--- src/rtl/fft_ctrl_pkg.sv ---
// rtl/fft_ctrl_pkg.sv - shared state encoding and default constants for the FFT frame controller
package fft_ctrl_pkg;

    typedef enum logic [1:0] {
        ST_IDLE  = 2'd0,
        ST_FEED  = 2'd1,
        ST_DRAIN = 2'd2,
        ST_GAP   = 2'd3
    } fft_state_t;

    localparam int DEF_FFT_LEN = 1024;
    localparam int DEF_IDX_W   = 10;
    localparam int DEF_GAP_CYC = 16;
    localparam int DEF_TMO_CYC = 65535;

    // Bits needed to hold a down-counter load value of max_val, never below one.
    function automatic int tmr_width(input int max_val);
        int w;
        w = $clog2(max_val + 1);
        return (w < 1) ? 1 : w;
    endfunction

endpackage

--- src/rtl/fft_ctrl_timer.sv ---
// rtl/fft_ctrl_timer.sv - loadable down-counter with zero flag, shared by GAP wait and DRAIN timeout
module fft_ctrl_timer #(
    parameter int W = 16
) (
    input  logic         clk,
    input  logic         rst_n,
    input  logic         load,
    input  logic [W-1:0] load_val,
    input  logic         en,
    output logic         zero
);

    logic [W-1:0] count;

    always_ff @(posedge clk or negedge rst_n) begin
        if (!rst_n) begin
            count <= '0;
        end else if (load) begin
            count <= load_val;
        end else if (en && (count != '0)) begin
            count <= count - W'(1);
        end
    end

    assign zero = (count == '0);

endmodule

--- src/rtl/fft_frame_ctrl.sv ---
// rtl/fft_frame_ctrl.sv - frame sequencer feeding samples to an FFT core and tracking its output frames
module fft_frame_ctrl
    import fft_ctrl_pkg::*;
#(
    parameter int FFT_LEN = DEF_FFT_LEN,
    parameter int IDX_W   = DEF_IDX_W,
    parameter int GAP_CYC = DEF_GAP_CYC,
    parameter int TMO_CYC = DEF_TMO_CYC
) (
    input  logic             clk,
    input  logic             rst_n,
    input  logic             start,
    input  logic             cont,
    input  logic             abort,
    input  logic             sink_ready,
    output logic             sink_valid,
    output logic             sink_sop,
    output logic             sink_eop,
    output logic [1:0]       sink_error,
    output logic [IDX_W-1:0] sample_idx,
    input  logic             source_valid,
    input  logic             source_eop,
    output logic             busy,
    output logic             frame_done,
    output logic [15:0]      frame_cnt,
    output logic             tmo_err
);

    localparam int TMR_MAX = (TMO_CYC > GAP_CYC) ? TMO_CYC : GAP_CYC;
    localparam int TMR_W   = tmr_width(TMR_MAX);
    localparam bit HAS_GAP = (GAP_CYC > 0);
    localparam logic [IDX_W-1:0] LAST_IDX = IDX_W'(FFT_LEN - 1);
    // Loading N-1 makes the state last N cycles: the zero flag is seen on the Nth.
    localparam logic [TMR_W-1:0] TMO_LOAD = TMR_W'(TMO_CYC - 1);
    localparam logic [TMR_W-1:0] GAP_LOAD = HAS_GAP ? TMR_W'(GAP_CYC - 1) : '0;

    fft_state_t       state;
    logic             transfer;
    logic             out_eop;
    logic             tmr_load;
    logic [TMR_W-1:0] tmr_val;
    logic             tmr_en;
    logic             tmr_zero;

    assign sink_valid = (state == ST_FEED);
    assign sink_sop   = sink_valid && (sample_idx == '0);
    assign sink_eop   = sink_valid && (sample_idx == LAST_IDX);
    assign sink_error = 2'b00;
    assign busy       = (state != ST_IDLE);
    assign transfer   = sink_valid && sink_ready;
    assign out_eop    = source_valid && source_eop;

    always_comb begin
        tmr_load = 1'b0;
        tmr_val  = '0;
        tmr_en   = 1'b0;
        case (state)
            ST_FEED: begin
                if (transfer && (sample_idx == LAST_IDX)) begin
                    tmr_load = 1'b1;
                    tmr_val  = TMO_LOAD;
                end
            end
            ST_DRAIN: begin
                if (out_eop) begin
                    tmr_load = 1'b1;
                    tmr_val  = GAP_LOAD;
                end else begin
                    tmr_en = 1'b1;
                end
            end
            ST_GAP:  tmr_en = 1'b1;
            default: ;
        endcase
    end

    fft_ctrl_timer #(
        .W (TMR_W)
    ) u_timer (
        .clk      (clk),
        .rst_n    (rst_n),
        .load     (tmr_load),
        .load_val (tmr_val),
        .en       (tmr_en),
        .zero     (tmr_zero)
    );

    always_ff @(posedge clk or negedge rst_n) begin
        if (!rst_n) begin
            state      <= ST_IDLE;
            sample_idx <= '0;
            frame_cnt  <= '0;
            tmo_err    <= 1'b0;
            frame_done <= 1'b0;
        end else begin
            frame_done <= 1'b0;
            if (abort) begin
                state      <= ST_IDLE;
                sample_idx <= '0;
            end else begin
                case (state)
                    ST_IDLE: begin
                        if (start) begin
                            sample_idx <= '0;
                            tmo_err    <= 1'b0;
                            state      <= ST_FEED;
                        end
                    end
                    ST_FEED: begin
                        if (transfer) begin
                            if (sample_idx == LAST_IDX) begin
                                sample_idx <= '0;
                                state      <= ST_DRAIN;
                            end else begin
                                sample_idx <= sample_idx + IDX_W'(1);
                            end
                        end
                    end
                    ST_DRAIN: begin
                        if (out_eop) begin
                            frame_done <= 1'b1;
                            frame_cnt  <= frame_cnt + 16'd1;
                            if (!cont)
                                state <= ST_IDLE;
                            else if (HAS_GAP)
                                state <= ST_GAP;
                            else
                                state <= ST_FEED;
                        end else if (tmr_zero) begin
                            tmo_err <= 1'b1;
                            state   <= ST_IDLE;
                        end
                    end
                    ST_GAP: begin
                        if (tmr_zero) begin
                            sample_idx <= '0;
                            state      <= ST_FEED;
                        end
                    end
                    default: state <= ST_IDLE;
                endcase
            end
        end
    end

endmodule

--- config.mk ---
export PLATFORM = sky130hd
export DESIGN_NAME = fft_frame_ctrl
export DESIGN_NICKNAME = d
export VERILOG_FILES = /design/src/rtl/fft_ctrl_pkg.sv /design/src/rtl/fft_ctrl_timer.sv /design/src/rtl/fft_frame_ctrl.sv
export SDC_FILE = /design/constraint.sdc
export NUM_CORES = 1
export LEC_CHECK = 0
export CORE_MARGIN = 1
export CORE_UTILIZATION = 58
export DETAILED_ROUTE_END_ITERATION = 12
export PLACE_DENSITY = 0.86
export REMOVE_ABC_BUFFERS = 1
export SYNTH_ARGS = -nofsm -noshare
export SYNTH_HDL_FRONTEND = slang
export SYNTH_SLANG_ARGS = --single-unit
export TNS_END_PERCENT = 5
--- constraint.sdc ---
create_clock -name clk -period 5.3 [get_ports clk]
set_clock_uncertainty 0.1 [all_clocks]
set_input_delay 1.06 -clock clk [delete_from_list [all_inputs] [get_ports clk]]
set_output_delay 1.06 -clock clk [all_outputs]
set_load 0.01 [all_outputs]
==> flow_metrics.env <==
export IMPL_antenna_cells=0
export IMPL_ant_nets=0
export IMPL_cap_viol_max_count=0
export IMPL_yosys_top_cells_count="dfrtp_1, nand2_1, o21ai_0"
export IMPL_cts_tree="done"
export IMPL_vias=2214
export IMPL_critPathRequiredTime_ns=4.14
export IMPL_syn_area_sq_mm=0.00260
export IMPL_path_max_fanout=8
export IMPL_grt_use_total_pct=27.1
export IMPL_instances_no_fill=361
export IMPL_yosysUniqueCellTypes=51
export IMPL_portBuffers=39
export IMPL_p_leak_nw=1.35
export IMPL_outcome="complete, no violations"
export IMPL_layout_filler_cells=303
export IMPL_finalCriticalPeriod_ns=3.45
export IMPL_place_congestion=0.819
export IMPL_drive_gt1_share_pct=7.07
export IMPL_wl_um=5710
export IMPL_r2r_start="u_timer.count[1]"
export IMPL_clockBufferDepth=2
export IMPL_ys_seq_elements=46
export IMPL_post_cts_setup_buffers=0
export IMPL_slew_headroom_pct=32.6
export IMPL_clk_latency_ns=0.31
export IMPL_drt_first_pass_iters=5
export IMPL_worstSetupPathType="flop to primary output"
export IMPL_crit_arrival_ns=2.29
export IMPL_dieArea_sq_mm=0.00475
export IMPL_holdBufCountCts=0
export IMPL_ctsResizeCount=0
export IMPL_place_ws_ns=2.09
export IMPL_hold_viol_final=0
export IMPL_worstSetupStartpointType="flop"
export IMPL_design_area_sq_mm=0.00315
export IMPL_fp_dieH_um=69.0
export IMPL_power_mw=1.27
export IMPL_utilization_pct=76.0
export IMPL_synth_area_leaders="dfrtp_1, xnor2_1, ha_1"
export IMPL_endpoint="sink_sop"
export IMPL_place_inst=353
export IMPL_synth_top_area_share_pct=44.3
export IMPL_drc_errors=0
export IMPL_ios=42
export IMPL_cpMostUsedCell="inv_1"
export IMPL_critPathLaunch="state[1]"
export IMPL_wl_per_cell_um=15.8
export IMPL_power_density_mw_per_mm2=404
export IMPL_syn_to_final_growth_pct=21.1
export IMPL_async_flop_share_pct=100
export IMPL_slowest_delay_ns=0.53
export IMPL_yosysWarnings=0
export IMPL_rsz0062_at_grt="no"
export IMPL_r2r_end="sample_idx[9]"
export IMPL_routed_via_density=6.13
export IMPL_endpoint_kind="primary output"
export IMPL_first_global_vias=2065
export IMPL_cts_sinks=46
export IMPL_grt_pass1_wl_um=9510
export IMPL_crit_slowest_cell="clkdlybuf4s50_1"
export IMPL_finalWorstSetupSlack_ns=1.85
export IMPL_cp_cell_sequence="inv_1 -> ha_1 -> inv_1 -> nor4_1 -> and4b_1 -> clkdlybuf4s50_1"
export IMPL_dominantRegCellSynth="dfrtp_1"
export IMPL_drt_iter0_markers=163
export IMPL_synth_top_cell_by_area="dfrtp_1"
export IMPL_reg2reg_depth=7
export IMPL_fin_tns_setup_ns=0
export IMPL_setup_violations=0
export IMPL_cts_root_buffer="clkbuf_8"
export IMPL_antenna_found_initial=0
export IMPL_hpwl_um=4040
export IMPL_finalNetCount=326
export IMPL_start_util_pct=62.7
export IMPL_grt_overflow_total=0
export IMPL_slew_viol_final=0
export IMPL_p_switching_mw=0.478
export IMPL_grt_max_degree=47
export IMPL_num_rows=23
export IMPL_power_frac_seq_pct=36.9
export IMPL_max_freq_mhz=290
export IMPL_r2r_slack_ns=2.68
export IMPL_p_comb_share_pct=38.0
export IMPL_ys_seq_area_share_pct=44.3
export IMPL_holdWs_ns=0.375
export IMPL_synth_avg_cell_area_sq_um=9.59
export IMPL_synth_most_common_cell="dfrtp_1"
export IMPL_htree_levels=2
export IMPL_cts_inserted_buffers=5
export IMPL_dieWidth_um=69.0
export IMPL_tightest_slew_ns=1.01
export IMPL_dpl_cell_area_sq_mm=0.00301
export IMPL_ir_worst_vdd_v=0.000246
export IMPL_swShare_pct=37.6
export IMPL_hp_class="flop to flop"
export IMPL_clkTransAtPathRegs_ns=0.09
export IMPL_core_sq_mm=0.00414
export IMPL_period_share_pct=65.1
export IMPL_synth_edf_count=0
export IMPL_clkPwrFrac_pct=25.1
export IMPL_synth_cells=271
export IMPL_internal_power_mw=0.795
power by group through the flow:
stage	registers, mW	clock network [mW]	logic, mW
global route	0.478	0.335	0.538
global placement	0.472	0	0.463
CTS	0.469	0.321	0.481
floorplan	0.462	0	0.354
finish	0.470	0.320	0.484
detailed placement	0.475	0	0.475
worst min path at each step:
stage	start	depth (start not counted)	slack [ns]	to
6_report	frame_cnt[15]	1	0.37	frame_cnt[15]
5_1_grt	frame_cnt[15]	1	0.39	frame_cnt[15]
4_1_cts	frame_cnt[15]	1	0.38	frame_cnt[15]
3_5_place_dp	frame_cnt[15]	1	0.36	frame_cnt[15]
3_3_place_gp	frame_cnt[15]	1	0.36	frame_cnt[15]
2_1_floorplan	frame_cnt[15]	1	0.40	frame_cnt[15]
sequential cells by signal, summed over array words and instances, names as in the netlist:
register,flops
sample_idx,10
state,2
frame_done,1
frame_cnt,16
u_timer.count,16
tmo_err,1
cell families after synthesis:
kind of cell,after synthesis,share of synthesized area (%)
other cells,1,0.144
simple gates,110,23.8
xor+xnor,26,8.76
fa+ha+maj,8,3.85
mux,2,0.818
flops,46,44.3
compound gates,56,14.8
buf+inv,22,3.56
worst max-delay path: cells and delay by family, from the launching register on:
family | cells | cell delay [ns]
buffers and inverters | 3 | 0.77
and+or+nand+nor | 2 | 0.49
DFF | 1 | 0.42
adders and majority gates | 1 | 0.30
layer usage:
| metal | global-route usage [%] | share of wire (%) | vias to the layer above |
|---|---|---|---|
| li1 | - | - | 1060 |
| met1 | 36.1 | 46 | 1072 |
| met2 | 43.7 | 47 | 73 |
| met3 | 5.92 | 5.2 | 9 |
| met4 | 8.93 | 1.7 | 0 |
| met5 | 0 | 0 | - |
cell usage in the layout, fill, tap and decap left out, drive strengths merged, types with 6 or more instances in the layout:
cell type and n:
dfrtp 46, nand3 11, ha 8, o21ai 26
nand4 7, nor2 15, nor3 10, clkdlybuf4s50 38
xor2 7, xnor2 19, inv 14, nor4 15
and2 6, nand2 21
layout make-up:
class                      count  area (sq um)  area share [%]
clock inverter                 3          68.8            2.19
sequential                    46          1150            36.6
tap                           50          62.6            1.99
multi-input combinational    204          1360            43.2
clock buffer                   5          68.8            2.19
inverter                      14          52.6            1.67
timing repair buffer          39           385            12.2
No activity file was read; power rests on OpenSTA's default activity.
==> edit (same settings) <==
Change the package constant `DEF_GAP_CYC` from 16 to 17.
--- a/src/rtl/fft_ctrl_pkg.sv
+++ b/src/rtl/fft_ctrl_pkg.sv
@@ -10,7 +10,7 @@
 
     localparam int DEF_FFT_LEN = 1024;
     localparam int DEF_IDX_W   = 10;
-    localparam int DEF_GAP_CYC = 16;
+    localparam int DEF_GAP_CYC = 17;
     localparam int DEF_TMO_CYC = 65535;
 
     // Bits needed to hold a down-counter load value of max_val, never below one.
Function: no difference found for any inputs over 10 cycles, from zero or initial values and one cycle with rst_n low; that may be too few to reach the edited logic, so the function may still have changed.
==> edit against the original RTL <==
  * Total power grew 1.2%
  * Critical path type unchanged
  * Setup slack gained 44 ps
  * Critical path depth shrank 1
  * Wire length shrank 2.2%
  * Critical endpoint unchanged
  * Design area grew 0.24%
  * Sequential cell count is the same
  * Fmax grew 1.3%
  * Area after synthesis grew 0.72%
==> edit: results (changes against the original RTL) <==
| Metric | Value |
|---|---|
| Worst flop-to-flop path startpoint | sample_idx[0] |
| R2r worst-path depth | 6 (-1) |
| Total track usage | 25.0% (-2.1 points) |
| Synth area leaders | dfrtp_1 44%, xnor2_1 6.7%, o21ai_0 4.6%, ha_1 3.8%, nand2_1 3.3% |
| Multiplexer area fraction after synthesis | 0.812% (-0.0059 points) |
| Internal | 0.775 mW (-2.5%) |
| Vias per std cell | 5.95 (-3.0%) |
| Met3 usage | 3.92% (-2.0 points) |
| Mean routed wirelength per cell | 15.1 um (-4.6%) |
| Fillers | 335 (+11%) |
| Hold WS | 372 ps (-3.10 ps) |
| Post-synthesis cell count | 275 (+1.5%) |
| Area growth, synth to finish | 20.5% |
| DPL Wire Length | 3950 um (-2.2%) |
| GPL Wtd Cong | 0.828 (+1.1%) |
| Post-synthesis sequential area ratio | 44.0% (-0.32 points) |
| XOR/XNOR Fraction of Synth Area | 9.03% (+0.27 points) |
| First-pass GRT wire length | 9760 um (+2.6%) |
| Synth cell count leaders | 46 x dfrtp_1, 24 x o21ai_0, 23 x nand2_1 |
| CP arrival | 2250 ps (-40 ps) |
| Global-route met1 utilization | 33.4% (-2.7 points) |
| Placed insts | 362 (+2.5%) |
| Detailed-route via count | 2200 (-0.63%) |
| Compound-gate portion of the synthesized area | 15.6% (+0.80 points) |
| Run status | completed |
[edit: area by class of cell]
type	count	area share, %
Multi-Input combinational cell	215	44.6
Clock buffer	6	2.30
Sequential cell	46	36.5
Inverter	10	1.19
Tap cell	52	2.06
Timing Repair Buffer	39	12.2
Clock inverter	2	1.19
[edit: metal layers]
layer	vias to the layer above	wire, um
li1	1076	-
met1	1069	2540
met2	49	2750
met3	6	244
met4	0	53
met5	-	0
[edit: kinds of logic (layout without fill, tap and decap cells)]
| group | after synthesis | after routing |
|---|---|---|
| AND/OR/NAND/NOR | 117 | 117 |
| AO/OA/AOI/OAI | 59 | 59 |
| flip-flops | 46 | 46 |
| XOR/XNOR | 27 | 27 |
| buffers and inverters | 15 | 57 |
| adder cells (fa/ha/maj) | 8 | 8 |
| multiplexers | 2 | 2 |
| other | 1 | 2 |
[edit: power groups by stage]
stage	Combinational (mW)	Clock [mW]	Sequential [mW]
global route	0.603	0.274	0.492
detailed placement	0.543	0	0.484
global placement	0.531	0	0.483
finish	0.550	0.258	0.481
floorplan	0.413	0	0.473
CTS	0.545	0.263	0.479
[edit: how the worst max path moves through the flow]
stage / startpoint / to / slack, ps / cells past startpoint
after floorplan: state[1] / sink_sop / 2840 / 4
after global placement: state[1] / sink_sop / 2230 / 5
after detailed placement: state[1] / sink_sop / 2250 / 5
after CTS: state[1] / sink_sop / 1910 / 5
after global routing: sample_idx[0] / sink_eop / 1800 / 5
final: state[1] / sink_sop / 1890 / 5
